## config.mk

```make
export PLATFORM = sky130hd
export DESIGN_NAME = imem_loader_flat
export DESIGN_NICKNAME = d
export VERILOG_FILES = /design/src/rtl/imem_loader_if.sv /design/src/rtl/imem_loader.sv /design/src/flat_wrapper.sv
export SDC_FILE = /design/constraint.sdc
export NUM_CORES = 1
export LEC_CHECK = 0
export CAP_MARGIN = 20
export CORE_MARGIN = 2
export CORE_UTILIZATION = 30
export DETAILED_ROUTE_END_ITERATION = 10
export PLACE_DENSITY_LB_ADDON = 0.2
export SLEW_MARGIN = 5
export SYNTH_ARGS = -nofsm -noshare
export SYNTH_HDL_FRONTEND = slang
export SYNTH_SLANG_ARGS = --single-unit
```

## constraint.sdc

```tcl
create_clock -name i_clk -period 2.1 [get_ports i_clk]
set_clock_uncertainty 0.15 [all_clocks]
set_input_delay 0.21 -clock i_clk [delete_from_list [all_inputs] [get_ports i_clk]]
set_output_delay 0.21 -clock i_clk [all_outputs]
set_load 0.01 [all_outputs]
```

## src/rtl/imem_loader_if.sv

```systemverilog
// Byte-stream and IMEM write-port bundle for imem_loader.
// The master side is the host byte source and observer; the slave side is the loader.
interface imem_loader_if #(
  parameter int ADDR_W = 13
);
  logic              i_start;
  logic              i_byte_valid;
  logic [7:0]        i_byte_data;
  logic              o_byte_ready;
  logic              o_we;
  logic [ADDR_W-1:0] o_waddr;
  logic [31:0]       o_wdata;
  logic              o_busy;
  logic              o_done;
  logic              o_err;
  logic              o_cpu_hold;

  modport master (
    output i_start, i_byte_valid, i_byte_data,
    input  o_byte_ready, o_we, o_waddr, o_wdata, o_busy, o_done, o_err, o_cpu_hold
  );

  modport slave (
    input  i_start, i_byte_valid, i_byte_data,
    output o_byte_ready, o_we, o_waddr, o_wdata, o_busy, o_done, o_err, o_cpu_hold
  );
endinterface

```

## src/rtl/imem_loader.sv

```systemverilog
// Instruction-memory loader: length-prefixed LE byte stream -> one-cycle IMEM word writes.
// Define IMEM_LOADER_CHECKSUM_EN to require a trailing XOR checksum byte after the data.
//
// state   | meaning
// IDLE    | out of reset, waiting for i_start
// LEN_LO  | expecting low byte of word count
// LEN_HI  | expecting high byte of word count, range-checked here
// DATA    | assembling words, writing each one cycle after its 4th byte
// CHK     | expecting checksum byte (checksum build only)
// DONE    | image loaded, core released
// ERR     | bad length or checksum, core held
module imem_loader #(
  parameter int ADDR_W        = 13,
  parameter int DEPTH_WORDS   = 2048,
  parameter int HOLD_ON_RESET = 1
) (
  input logic          i_clk,
  input logic          i_reset,
  imem_loader_if.slave bus
);

  localparam int              IDX_W    = ADDR_W - 2;
  localparam logic            HOLD_RST = (HOLD_ON_RESET != 0);
  localparam logic [15:0]     DEPTH_N  = 16'(DEPTH_WORDS);
  localparam logic [IDX_W-1:0] IDX_ONE = 1;

  typedef enum logic [2:0] {
    S_IDLE, S_LEN_LO, S_LEN_HI, S_DATA, S_CHK, S_DONE, S_ERR
  } state_t;

  state_t           state;
  logic [7:0]       len_lo;
  logic [15:0]      words_left;
  logic [IDX_W-1:0] word_idx;
  logic [1:0]       byte_cnt;
  logic [23:0]      word_buf;
  logic             hs;
`ifdef IMEM_LOADER_CHECKSUM_EN
  logic [7:0]       chk_acc;
`endif

  assign hs = bus.i_byte_valid & bus.o_byte_ready;

  always_ff @(posedge i_clk) begin
    if (i_reset) begin
      state            <= S_IDLE;
      len_lo           <= '0;
      words_left       <= '0;
      word_idx         <= '0;
      byte_cnt         <= '0;
      word_buf         <= '0;
`ifdef IMEM_LOADER_CHECKSUM_EN
      chk_acc          <= '0;
`endif
      bus.o_byte_ready <= 1'b0;
      bus.o_we         <= 1'b0;
      bus.o_waddr      <= '0;
      bus.o_wdata      <= '0;
      bus.o_busy       <= 1'b0;
      bus.o_done       <= 1'b0;
      bus.o_err        <= 1'b0;
      bus.o_cpu_hold   <= HOLD_RST;
    end else begin
      bus.o_we <= 1'b0;
      case (state)
        S_IDLE, S_DONE, S_ERR: begin
          if (bus.i_start) begin
            state            <= S_LEN_LO;
            word_idx         <= '0;
            byte_cnt         <= '0;
`ifdef IMEM_LOADER_CHECKSUM_EN
            chk_acc          <= '0;
`endif
            bus.o_byte_ready <= 1'b1;
            bus.o_busy       <= 1'b1;
            bus.o_done       <= 1'b0;
            bus.o_err        <= 1'b0;
            bus.o_cpu_hold   <= 1'b1;
          end
        end
        S_LEN_LO: begin
          if (hs) begin
            len_lo <= bus.i_byte_data;
            state  <= S_LEN_HI;
          end
        end
        S_LEN_HI: begin
          if (hs) begin
            words_left <= {bus.i_byte_data, len_lo};
            if ({bus.i_byte_data, len_lo} > DEPTH_N) begin
              state            <= S_ERR;
              bus.o_byte_ready <= 1'b0;
              bus.o_busy       <= 1'b0;
              bus.o_err        <= 1'b1;
              bus.o_cpu_hold   <= 1'b1;
            end else if ({bus.i_byte_data, len_lo} == 16'd0) begin
`ifdef IMEM_LOADER_CHECKSUM_EN
              state <= S_CHK;
`else
              state            <= S_DONE;
              bus.o_byte_ready <= 1'b0;
              bus.o_busy       <= 1'b0;
              bus.o_done       <= 1'b1;
              bus.o_cpu_hold   <= 1'b0;
`endif
            end else begin
              state <= S_DATA;
            end
          end
        end
        S_DATA: begin
          if (hs) begin
            byte_cnt <= byte_cnt + 2'd1;
`ifdef IMEM_LOADER_CHECKSUM_EN
            chk_acc  <= chk_acc ^ bus.i_byte_data;
`endif
            if (byte_cnt == 2'd3) begin
              bus.o_we    <= 1'b1;
              bus.o_waddr <= {word_idx, 2'b00};
              bus.o_wdata <= {bus.i_byte_data, word_buf};
              word_idx    <= word_idx + IDX_ONE;
              words_left  <= words_left - 16'd1;
              // words_left is a down-counter; terminal count marks the image's last word
              if (words_left == 16'd1) begin
`ifdef IMEM_LOADER_CHECKSUM_EN
                state <= S_CHK;
`else
                state            <= S_DONE;
                bus.o_byte_ready <= 1'b0;
                bus.o_busy       <= 1'b0;
                bus.o_done       <= 1'b1;
                bus.o_cpu_hold   <= 1'b0;
`endif
              end
            end else begin
              word_buf[8*byte_cnt +: 8] <= bus.i_byte_data;
            end
          end
        end
`ifdef IMEM_LOADER_CHECKSUM_EN
        S_CHK: begin
          if (hs) begin
            bus.o_byte_ready <= 1'b0;
            bus.o_busy       <= 1'b0;
            if (bus.i_byte_data == chk_acc) begin
              state          <= S_DONE;
              bus.o_done     <= 1'b1;
              bus.o_cpu_hold <= 1'b0;
            end else begin
              state          <= S_ERR;
              bus.o_err      <= 1'b1;
              bus.o_cpu_hold <= 1'b1;
            end
          end
        end
`endif
        default: begin
          state            <= S_IDLE;
          bus.o_byte_ready <= 1'b0;
          bus.o_busy       <= 1'b0;
        end
      endcase
    end
  end

endmodule

```

## src/flat_wrapper.sv

```systemverilog
// flat-port wrapper written by rule: the top's interface ports become plain ports
module imem_loader_flat 
#(
  parameter int ADDR_W        = 13,
  parameter int DEPTH_WORDS   = 2048,
  parameter int HOLD_ON_RESET = 1
)
  (i_clk, i_reset, bus_i_start, bus_i_byte_valid, bus_i_byte_data, bus_o_byte_ready, bus_o_we, bus_o_waddr, bus_o_wdata, bus_o_busy, bus_o_done, bus_o_err, bus_o_cpu_hold);
  imem_loader_if #(.ADDR_W(ADDR_W)) bus_i ();
  input logic i_clk;
  input logic i_reset;
  input wire logic [$bits(bus_i.i_start)-1:0] bus_i_start;
  input wire logic [$bits(bus_i.i_byte_valid)-1:0] bus_i_byte_valid;
  input wire logic [$bits(bus_i.i_byte_data)-1:0] bus_i_byte_data;
  output wire logic [$bits(bus_i.o_byte_ready)-1:0] bus_o_byte_ready;
  output wire logic [$bits(bus_i.o_we)-1:0] bus_o_we;
  output wire logic [$bits(bus_i.o_waddr)-1:0] bus_o_waddr;
  output wire logic [$bits(bus_i.o_wdata)-1:0] bus_o_wdata;
  output wire logic [$bits(bus_i.o_busy)-1:0] bus_o_busy;
  output wire logic [$bits(bus_i.o_done)-1:0] bus_o_done;
  output wire logic [$bits(bus_i.o_err)-1:0] bus_o_err;
  output wire logic [$bits(bus_i.o_cpu_hold)-1:0] bus_o_cpu_hold;
  assign bus_i.i_start = bus_i_start;
  assign bus_i.i_byte_valid = bus_i_byte_valid;
  assign bus_i.i_byte_data = bus_i_byte_data;
  assign bus_o_byte_ready = bus_i.o_byte_ready;
  assign bus_o_we = bus_i.o_we;
  assign bus_o_waddr = bus_i.o_waddr;
  assign bus_o_wdata = bus_i.o_wdata;
  assign bus_o_busy = bus_i.o_busy;
  assign bus_o_done = bus_i.o_done;
  assign bus_o_err = bus_i.o_err;
  assign bus_o_cpu_hold = bus_i.o_cpu_hold;
  imem_loader #(.ADDR_W(ADDR_W), .DEPTH_WORDS(DEPTH_WORDS), .HOLD_ON_RESET(HOLD_ON_RESET)) u_core (.i_clk(i_clk), .i_reset(i_reset), .bus(bus_i));
endmodule
```

Yosys cells after proc, flatten, opt, wreduce, memory -nomap -nowiden

Cells that the tools add are included.

Logic and storage cells: 105
Register bits: 112

Equality and inequality tests: 17
Reductions and logical operators: 19
$add $sub $neg: 4
Muxes and demuxes: 44
Order comparisons: 1
Shift-type cells: 2
Bitwise gates (word level): 5

Operator list:

| cell                                                  | count |
|---|---|
| two-way mux 16 bit                                    | 3 |
| negator 5 -> 34 bit                                   | 1 |
| variable shift 8 x 34 -> 24 bit, first input constant | 1 |
| indexed part select 8 x 34 -> 24 bit                  | 1 |
| two-way mux 11 bit                                    | 3 |
| case mux 16 bit (2 select lines)                      | 1 |
| bitwise mux 24 bit                                    | 1 |
| two-way mux 3 bit                                     | 8 |
| case mux 11 bit (2 select lines)                      | 1 |
| two-way mux 1 bit                                     | 19 |
| equality test 16 x 1 -> 1 bit, second input constant  | 1 |
| > comparator 16 x 12 -> 1 bit, second input constant  | 1 |
| zero test 16 bit                                      | 1 |
| subtractor 16 x 1 -> 16 bit, second input constant    | 1 |
| != test 2 x 1 -> 1 bit, second input constant         | 7 |
| AND reduction 7 bit                                   | 2 |
| case mux 3 bit (4 select lines)                       | 1 |
| AND reduction 4 bit                                   | 3 |
| adder 11 x 1 -> 11 bit, second input constant         | 1 |
| AND reduction 3 bit                                   | 3 |
| AND reduction 8 bit                                   | 1 |
| equality test 3 x 2 -> 1 bit, second input constant   | 2 |
| equality test 3 bit, second input constant            | 2 |
| case mux 1 bit (3 select lines)                       | 2 |
| other kinds (17)                                      | 25 |

Longest topological paths before layout

Gate-level depths: netlist of the first run.

Word-level depth: 5
Mapped depth: 8

Worst setup path before layout of the first run

Ideal clock, no wire load.

Path type: reg-to-reg
Start point: register u_core.byte_cnt[0]
End point: register u_core.words_left[12]
Clock period less this slack: 2.053 ns
Path slack: 0.047 ns
Path buffers: 2
Data arrival time: 1.779 ns
Library setup time: 0.123 ns
Stages on the path, launching flop included: 8
Path through: dfxtp_1 -> ha_1 -> and2b_2 -> or3_4 -> clkbuf_1 -> clkbuf_1 -> a21oi_1 -> o22ai_1

Longest elaborated chain between the ends: 3

Ends and longest elaborated chain:

| element                          | line               | text |
|---|---|---|
| from (decl)                      | imem_loader.sv:35  | `logic [1:0] byte_cnt;` |
| from (signal assigned)           | imem_loader.sv:113 | `byte_cnt <= byte_cnt + 2'd1;` |
| equality test 2 bit              | imem_loader.sv:117 | `if (byte_cnt == 2'd3) begin` |
| != test 2 x 1 -> 1 bit (no line) | n/a                |  |
| AND reduction 4 bit (no line)    | n/a                |  |
| to (signal assigned)             | imem_loader.sv:89  | `words_left <= {bus.i_byte_data, len_lo};` |
| to (signal assigned)             | imem_loader.sv:122 | `words_left <= words_left - 16'd1;` |
| to (decl)                        | imem_loader.sv:33  | `logic [15:0] words_left;` |

No other way between the ends.
A chain may end at the register's enable or synchronous reset.

Final worst setup path of the first run

Start point: register u_core.words_left[7]
End point: register u_core.bus.o_cpu_hold

Longest elaborated chain between the ends: 3

Ends and longest elaborated chain:

| element                          | line                 | text |
|---|---|---|
| equality test 16 x 1 -> 1 bit    | imem_loader.sv:124   | `if (words_left == 16'd1) begin` |
| != test 2 x 1 -> 1 bit (no line) | n/a                  |  |
| AND reduction 7 bit (no line)    | n/a                  |  |
| to (signal assigned)             | imem_loader.sv:95    | `bus.o_cpu_hold <= 1'b1;` |
| to (signal assigned)             | imem_loader.sv:104   | `bus.o_cpu_hold <= 1'b0;` |
| to (signal assigned)             | imem_loader.sv:132   | `bus.o_cpu_hold <= 1'b0;` |
| to (decl)                        | imem_loader_if.sv:25 | `output o_byte_ready, o_we, o_waddr, o_wdata, o_busy, o_done, o_err, o_cpu_hold` |

No other way between the ends.

==> results.sh, run 1 <==
export IMPL_yosys_register_bits=112
export IMPL_p_total_mw=4.402
export IMPL_outcome="complete, no violations"
export IMPL_most_common_layout_cells="nand2_1 (137), dfxtp_1 (107), a21oi_1 (87), clkdlybuf4s50_1 (59), nor2_1 (50)"
export IMPL_placed_area_um2=6101
export IMPL_grt_pass1_wl_mm=23.27
export IMPL_n_antenna_cell=0
export IMPL_required_ps=2200
export IMPL_core_area_um2=16520
export IMPL_grt_pass1_vias=4325
export IMPL_grt_max_degree=56
export IMPL_timing_max_transition_violations_final=0
export IMPL_die_x_um=133.9
export IMPL_synth_area_leader_cell="dfxtp_1"
export IMPL_synth_top_cell_area_share=0.4429
export IMPL_cts_buffers=9
export IMPL_critPathBufInv=0
export IMPL_cts_max_path_buffers=2
export IMPL_gp_congestion=0.8555
export IMPL_hold_path_class="in2reg"
export IMPL_die_h_um=133.9
export IMPL_end_kind="register"
export IMPL_cap_violations=0
export IMPL_num_rows=47
export IMPL_setup_viol=0
export IMPL_ys_top_cells_by_area="dfxtp_1 (44%), nand2_1 (10%), a21oi_1 (8.6%)"
export IMPL_antenna_found_initial=0
export IMPL_internal_power_mw=3.307
export IMPL_clkTransAtPathRegs_ps=80
export IMPL_cts_tree="yes"
export IMPL_path_cells="or4_4 > nor3_4 > a31oi_2 > a221o_1 > a211o_1"
export IMPL_start_kind="register"
export IMPL_cp_top_family="simple AND/OR/NAND/NOR gates"
export IMPL_p_sw_frac=0.2488
export IMPL_route_met2_wl_mm=6.822
export IMPL_hold_path_depth=2
export IMPL_whs_endpoint="u_core.len_lo[6]$_SDFFE_PP0P_"
export IMPL_syn_area_per_cell_um2=8.061
export IMPL_final_common_cell="nand2_1"
export IMPL_synth_edff_count=0
export IMPL_place_port_buffers=60
export IMPL_fin_crit_sh=0.9673
export IMPL_p_seq_frac=0.493
export IMPL_yosys_warnings=0
export IMPL_dr_pass1_iters=4
export IMPL_drc_errors=0
export IMPL_ff2ff_setup_slack_ps=70
export IMPL_rsz0062_at_grt="false"
export IMPL_rr_startpoint="u_core.words_left[7]$_SDFFE_PP0P_"
export IMPL_switchingPower_mw=1.095
export IMPL_htreeDepth=3
export IMPL_initial_core_util=0.3064
export IMPL_routed_via_density=4.967
export IMPL_nets=728
export IMPL_drive_gt1_frac=0.1403
export IMPL_synth_seq_area_share=0.4429
export IMPL_areaGrowthSynthToFinish_pct=28.15
export IMPL_pwr_share_clk=0.410
export IMPL_power_frac_comb=0.098
export IMPL_layout_cells_non_filler=933
export IMPL_avgRoutedWirePerCell_um=15.34
export IMPL_top_layer="met4"
export IMPL_vdd_drop_max_mv=0.4105
export IMPL_clk_latency_ps=350
export IMPL_setup_ws_ps=68.63
export IMPL_hpwl_mm=10.28
export IMPL_wl_met1_mm=6.775
export IMPL_met3_length_um=575
export IMPL_ys_types=72
export IMPL_fin_setup_tns_ps=0
export IMPL_final_cell_area_um2=6487
export IMPL_reg2reg_to="u_core.bus.o_cpu_hold$_SDFFE_PP1P_"
export IMPL_cts_root_buf="clkbuf_16"
export IMPL_vias=4634
export IMPL_criticalPathCategory="reg2reg"
export IMPL_place_inst=916
export IMPL_slowest_delay_ps=560
export IMPL_slew_headroom=0.6579
export IMPL_synthCells=628
export IMPL_leakagePower_nw=2.217
export IMPL_ff2ff_path_depth=5
export IMPL_cp_depth=5
export IMPL_ys_flop_type="dfxtp_1"
export IMPL_cts_sinks=112
export IMPL_drt_iter0_markers=259
export IMPL_fmax_mhz=492.3
export IMPL_grt_ovfl_total=0
export IMPL_hold_violations=0
export IMPL_fin_crit_ps=2031
export IMPL_power_density_nw_per_um2=678.5
export IMPL_async_flop_share=0
export IMPL_tightestPinTransition_ps=506.1
export IMPL_holdCritStartpoint="i_reset"
export IMPL_arrival_ps=2130
export IMPL_final_util=0.3926
export IMPL_place_ws_ps=-181.4
export IMPL_ant_nets=0
export IMPL_synth_area_um2=5062
export IMPL_critPathMaxFanout=2
export IMPL_grtUsageTotal=0.1635
export IMPL_cp_slowest_cell="or4_4"
export IMPL_die_area_um2=17930
export IMPL_routed_wirelength_mm=14.31
export IMPL_pin_count=63
export IMPL_holdWs_ps=161.7
## Yosys cell counts, types with 3 or more instances
| cell type | count |
|---|---|
| inv_1 | 8 |
| or4_4 | 3 |
| clkbuf_1 | 26 |
| o22ai_1 | 4 |
| o21ai_1 | 6 |
| nor4_1 | 5 |
| dfxtp_1 | 112 |
| nand3_1 | 41 |
| nand2b_1 | 3 |
| buf_6 | 3 |
| buf_2 | 5 |
| a21oi_1 | 87 |
| a31oi_1 | 5 |
| nor3_1 | 11 |
| nand2_1 | 137 |
| a211oi_1 | 13 |
| xnor2_1 | 10 |
| and3_1 | 3 |
| o21ai_0 | 6 |
| nand4_1 | 3 |
| nor3b_1 | 4 |
| and2_1 | 4 |
| mux2i_1 | 10 |
| nor2_1 | 52 |
| buf_4 | 3 |
| ha_1 | 8 |
## how the worst max path moves through the flow
stage,to,slack (ps),from
floorplan,u_core.words_left[12]$_SDFFE_PP0P_,50,u_core.byte_cnt[0]$_SDFFE_PP0P_
global placement,u_core.bus.o_cpu_hold$_SDFFE_PP1P_,-190,bus_i_byte_data[0]
detailed placement,u_core.bus.o_done$_SDFFE_PP0P_,-180,bus_i_byte_data[0]
CTS,u_core.bus.o_cpu_hold$_SDFFE_PP1P_,30,u_core.words_left[11]$_SDFFE_PP0P_
global route,u_core.state[0]$_SDFFE_PP0P_,20,u_core.len_lo[7]$_SDFFE_PP0P_
finish,u_core.bus.o_cpu_hold$_SDFFE_PP1P_,70,u_core.words_left[7]$_SDFFE_PP0P_
## logic make-up after synthesis
| logic type | count (synthesis) | synth area share |
|---|---|---|
| AOI/OAI and AO/OA | 143 | 0.1673 |
| xor gates and xnor gates | 12 | 0.02224 |
| adders and majority gates | 9 | 0.02175 |
| buffers and inverters | 53 | 0.05759 |
| DFF | 112 | 0.4429 |
| muxes | 11 | 0.02200 |
| other | 1 | 0.0007408 |
| and+or+nand+nor | 287 | 0.2655 |
## registers in the layout (all words and copies together), names as in the netlist
name and flops:
u_core.bus.o_wdata 32, u_core.word_buf 24, u_core.words_left 16, u_core.bus.o_waddr 11, u_core.word_idx 11, u_core.len_lo 8
u_core.state 3, u_core.byte_cnt 2, u_core.bus.o_byte_ready 1, u_core.bus.o_cpu_hold 1, u_core.bus.o_done 1, u_core.bus.o_err 1
u_core.bus.o_we 1
## final cells by class
type	instances	area [µm²]
clock inverters	5	72.57
inverters	10	40.04
well taps	220	275.3
multi-input cells	464	2590
fillers	1691	10040
repair buffers	111	1016
clock buffers	11	242.7
flip-flops and latches	112	2251
## metal layers
metal | vias to the layer above | GRT usage
li1 | 2325 | -
met1 | 2197 | 0.2242
met2 | 99 | 0.2638
met3 | 13 | 0.02797
met4 | 0 | 0.04846
met5 | - | 0
## repair_timing
action / 4_1_cts / 5_1_grt
endpoints found under the setup margin: 1 / 15
hold buffers: 0 / 0
pin swaps: 0 / 4
setup buffers: 0 / 1
gates resized for setup: 2 / 15
## power by group through the flow
stage / Clock [mW] / Sequential, mW / Combinational, mW
global placement: 0 / 2.22 / 0.423
CTS: 1.85 / 2.17 / 0.429
finish: 1.80 / 2.17 / 0.430
global route: 1.95 / 2.17 / 0.469
floorplan: 0 / 2.22 / 0.258
detailed placement: 0 / 2.22 / 0.428
No activity file was read; power rests on OpenSTA's default activity.
==> run 2, diff against run 1 <==
- CTS_CLUSTER_SIZE: default -> 10
- SLEW_MARGIN: 5 -> 20
==> results of run 2 <==
Final layout, timing and power as in run 1 (identical DEF).
==> run 3, diff against run 2 <==
- CTS_CLUSTER_DIAMETER: default -> 40
- GPL_TIMING_DRIVEN: default -> 0
- PLACE_DENSITY: default -> 0.56
- PLACE_DENSITY_LB_ADDON: 0.2 -> default
==> run 3 against run 2 <==
  * The run now ends with setup timing left
  * Worst setup slack got worse by 71 ps
  * Final area up 0.23%
  * Sequential power about the same
  * Combinational power increased by 4.9%
==> results.sh, run 3 (synthesis gave the netlist of run 1 again) <==
export IMPL_p_seq_frac=0.466
export IMPL_timing_max_transition_violations_final=0
export IMPL_outcome="finished with violations"
export IMPL_criticalPathCategory="reg2reg"
export IMPL_gp_congestion=0.9109
export IMPL_end_kind="register"
export IMPL_fillers=1657
export IMPL_htreeDepth=3
export IMPL_grtUsageTotal=0.1646
export IMPL_hold_path_class="in2reg"
export IMPL_setup_ws_ps=-2.351
export IMPL_areaGrowthSynthToFinish_pct=28.45
export IMPL_p_sw_frac=0.2423
export IMPL_placed_area_um2=5922
export IMPL_antenna_found_initial=1
export IMPL_routed_via_density=5.079
export IMPL_violations="setup timing"
export IMPL_cts_buffers=9
export IMPL_vias=4698
export IMPL_most_common_layout_cells="nand2_1 (137), dfxtp_1 (108), a21oi_1 (87), clkdlybuf4s50_1 (53), nor2_1 (49)"
export IMPL_hold_violations=0
export IMPL_die_area_um2=17930
export IMPL_core_area_um2=16520
export IMPL_start_kind="register"
export IMPL_ant_nets=0
export IMPL_critPathMaxFanout=6
export IMPL_top_regs="u_core.bus.o_wdata (32), u_core.word_buf (24), u_core.words_left (16)"
export IMPL_holdWs_ps=24.89
export IMPL_fin_crit_sh=1.001
export IMPL_initial_core_util=0.3064
export IMPL_cts_tree="yes"
export IMPL_vdd_drop_max_mv=0.4161
export IMPL_cts_hold_buffers=0
export IMPL_largest_reg_flops=32
export IMPL_drt_iter0_markers=360
export IMPL_drive_gt1_frac=0.1222
export IMPL_clkTransAtPathRegs_ps=70
export IMPL_power_density_nw_per_um2=714.8
export IMPL_cap_violations=0
export IMPL_dr_pass1_iters=5
export IMPL_clk_latency_ps=360
export IMPL_drc_errors=0
export IMPL_regMostFlops="u_core.bus.o_wdata"
export IMPL_avgRoutedWirePerCell_um=16.05
export IMPL_cts_max_path_buffers=2
export IMPL_final_cell_area_um2=6502
export IMPL_fmax_mhz=475.7
export IMPL_slew_headroom=0.5619
export IMPL_grt_max_degree=19
export IMPL_cts_sinks=112
export IMPL_grt_pass1_wl_mm=23.04
export IMPL_setup_viol=1
export IMPL_rsz0062_at_grt="true"
export IMPL_arrival_ps=2200
export IMPL_ff_latch_area_um2=2252
export IMPL_switchingPower_mw=1.126
export IMPL_grt_ovfl_total=0
export IMPL_fin_crit_ps=2102
export IMPL_routed_wirelength_mm=14.85
export IMPL_num_rows=47
export IMPL_tightestPinTransition_ps=656.5
export IMPL_power_frac_comb=0.097
export IMPL_nets=719
export IMPL_internal_power_mw=3.522
export IMPL_leakagePower_nw=2.172
export IMPL_fin_setup_tns_ps=-2.351
export IMPL_pin_count=63
export IMPL_grt_pass1_vias=4400
export IMPL_multiInputGateArea_um2=2695
export IMPL_die_h_um=133.9
export IMPL_final_common_cell="nand2_1"
export IMPL_cts_root_buf="clkbuf_16"
export IMPL_die_x_um=133.9
export IMPL_hpwl_mm=10.30
export IMPL_pwr_share_clk=0.437
export IMPL_place_port_buffers=58
export IMPL_required_ps=2200
[run 3: final cells by class]
cell class / count / area share
Clock buffer: 10 / 0.03675
Buffer: 42 / 0.04329
Antenna cell: 1 / 0.0003848
Sequential cell: 112 / 0.3464
Timing Repair Buffer: 60 / 0.09255
Clock inverter: 6 / 0.01770
Tap cell: 220 / 0.04233
Multi-Input combinational cell: 464 / 0.4145
Inverter: 10 / 0.006157
[run 3: through the flow]
stage	total power, mW	instances	util	worst slack [ps]
finish	4.648	925	0.3935	-2.351
global route	4.797	925	0.3935	-70.31
CTS	4.655	924	0.3873	2.542
detailed placement	2.619	907	0.3584	-480.1
global placement	2.614	907	0.3584	-438.0
floorplan	2.473	629	-	47.10
[run 3: power by group through the flow]
stage	combinational [mW]	sequential [mW]	clock, mW
after floorplan	0.258	2.22	0
after global placement	0.398	2.22	0
after detailed placement	0.402	2.22	0
after CTS	0.411	2.17	2.07
after global routing	0.485	2.17	2.14
final	0.451	2.17	2.03
[run 3: worst max-delay path, stage by stage (launching register included)]
cell,delay (ps)
dfxtp_1,360
or4_4,550
nor3_4,200
a31oi_2,140
a221o_1,290
a211o_1,290
[run 3: per-layer routing]
layer	wire length, µm	vias up	GRT usage
met5	0	-	0
met4	223	0	0.05496
met3	911	15	0.04384
met2	6741	127	0.2564
met1	6971	2250	0.2212
li1	-	2306	-
[run 3: path summary, 6_finish.rpt]
path / cells after the start / slack [ps] / start / end
worst max-delay path: 5 / -2 / u_core.words_left[12]$_SDFFE_PP0P_ / u_core.bus.o_cpu_hold$_SDFFE_PP1P_
worst min-delay path: 3 / 20 / bus_i_byte_data[3] / u_core.bus.o_wdata[27]$_SDFFE_PP0P_
worst max register to register: 5 / -2 / u_core.words_left[12]$_SDFFE_PP0P_ / u_core.bus.o_cpu_hold$_SDFFE_PP1P_
worst min register to register: 2 / 300 / u_core.word_buf[13]$_SDFFE_PP0P_ / u_core.bus.o_wdata[13]$_SDFFE_PP0P_
[run 3: repair_timing]
action                                  CTS  global route
resized for setup                        35            32
pin swaps                                 1             1
gates cloned                              0             0
setup buffers                             1             1
endpoints found under the setup margin   87            85
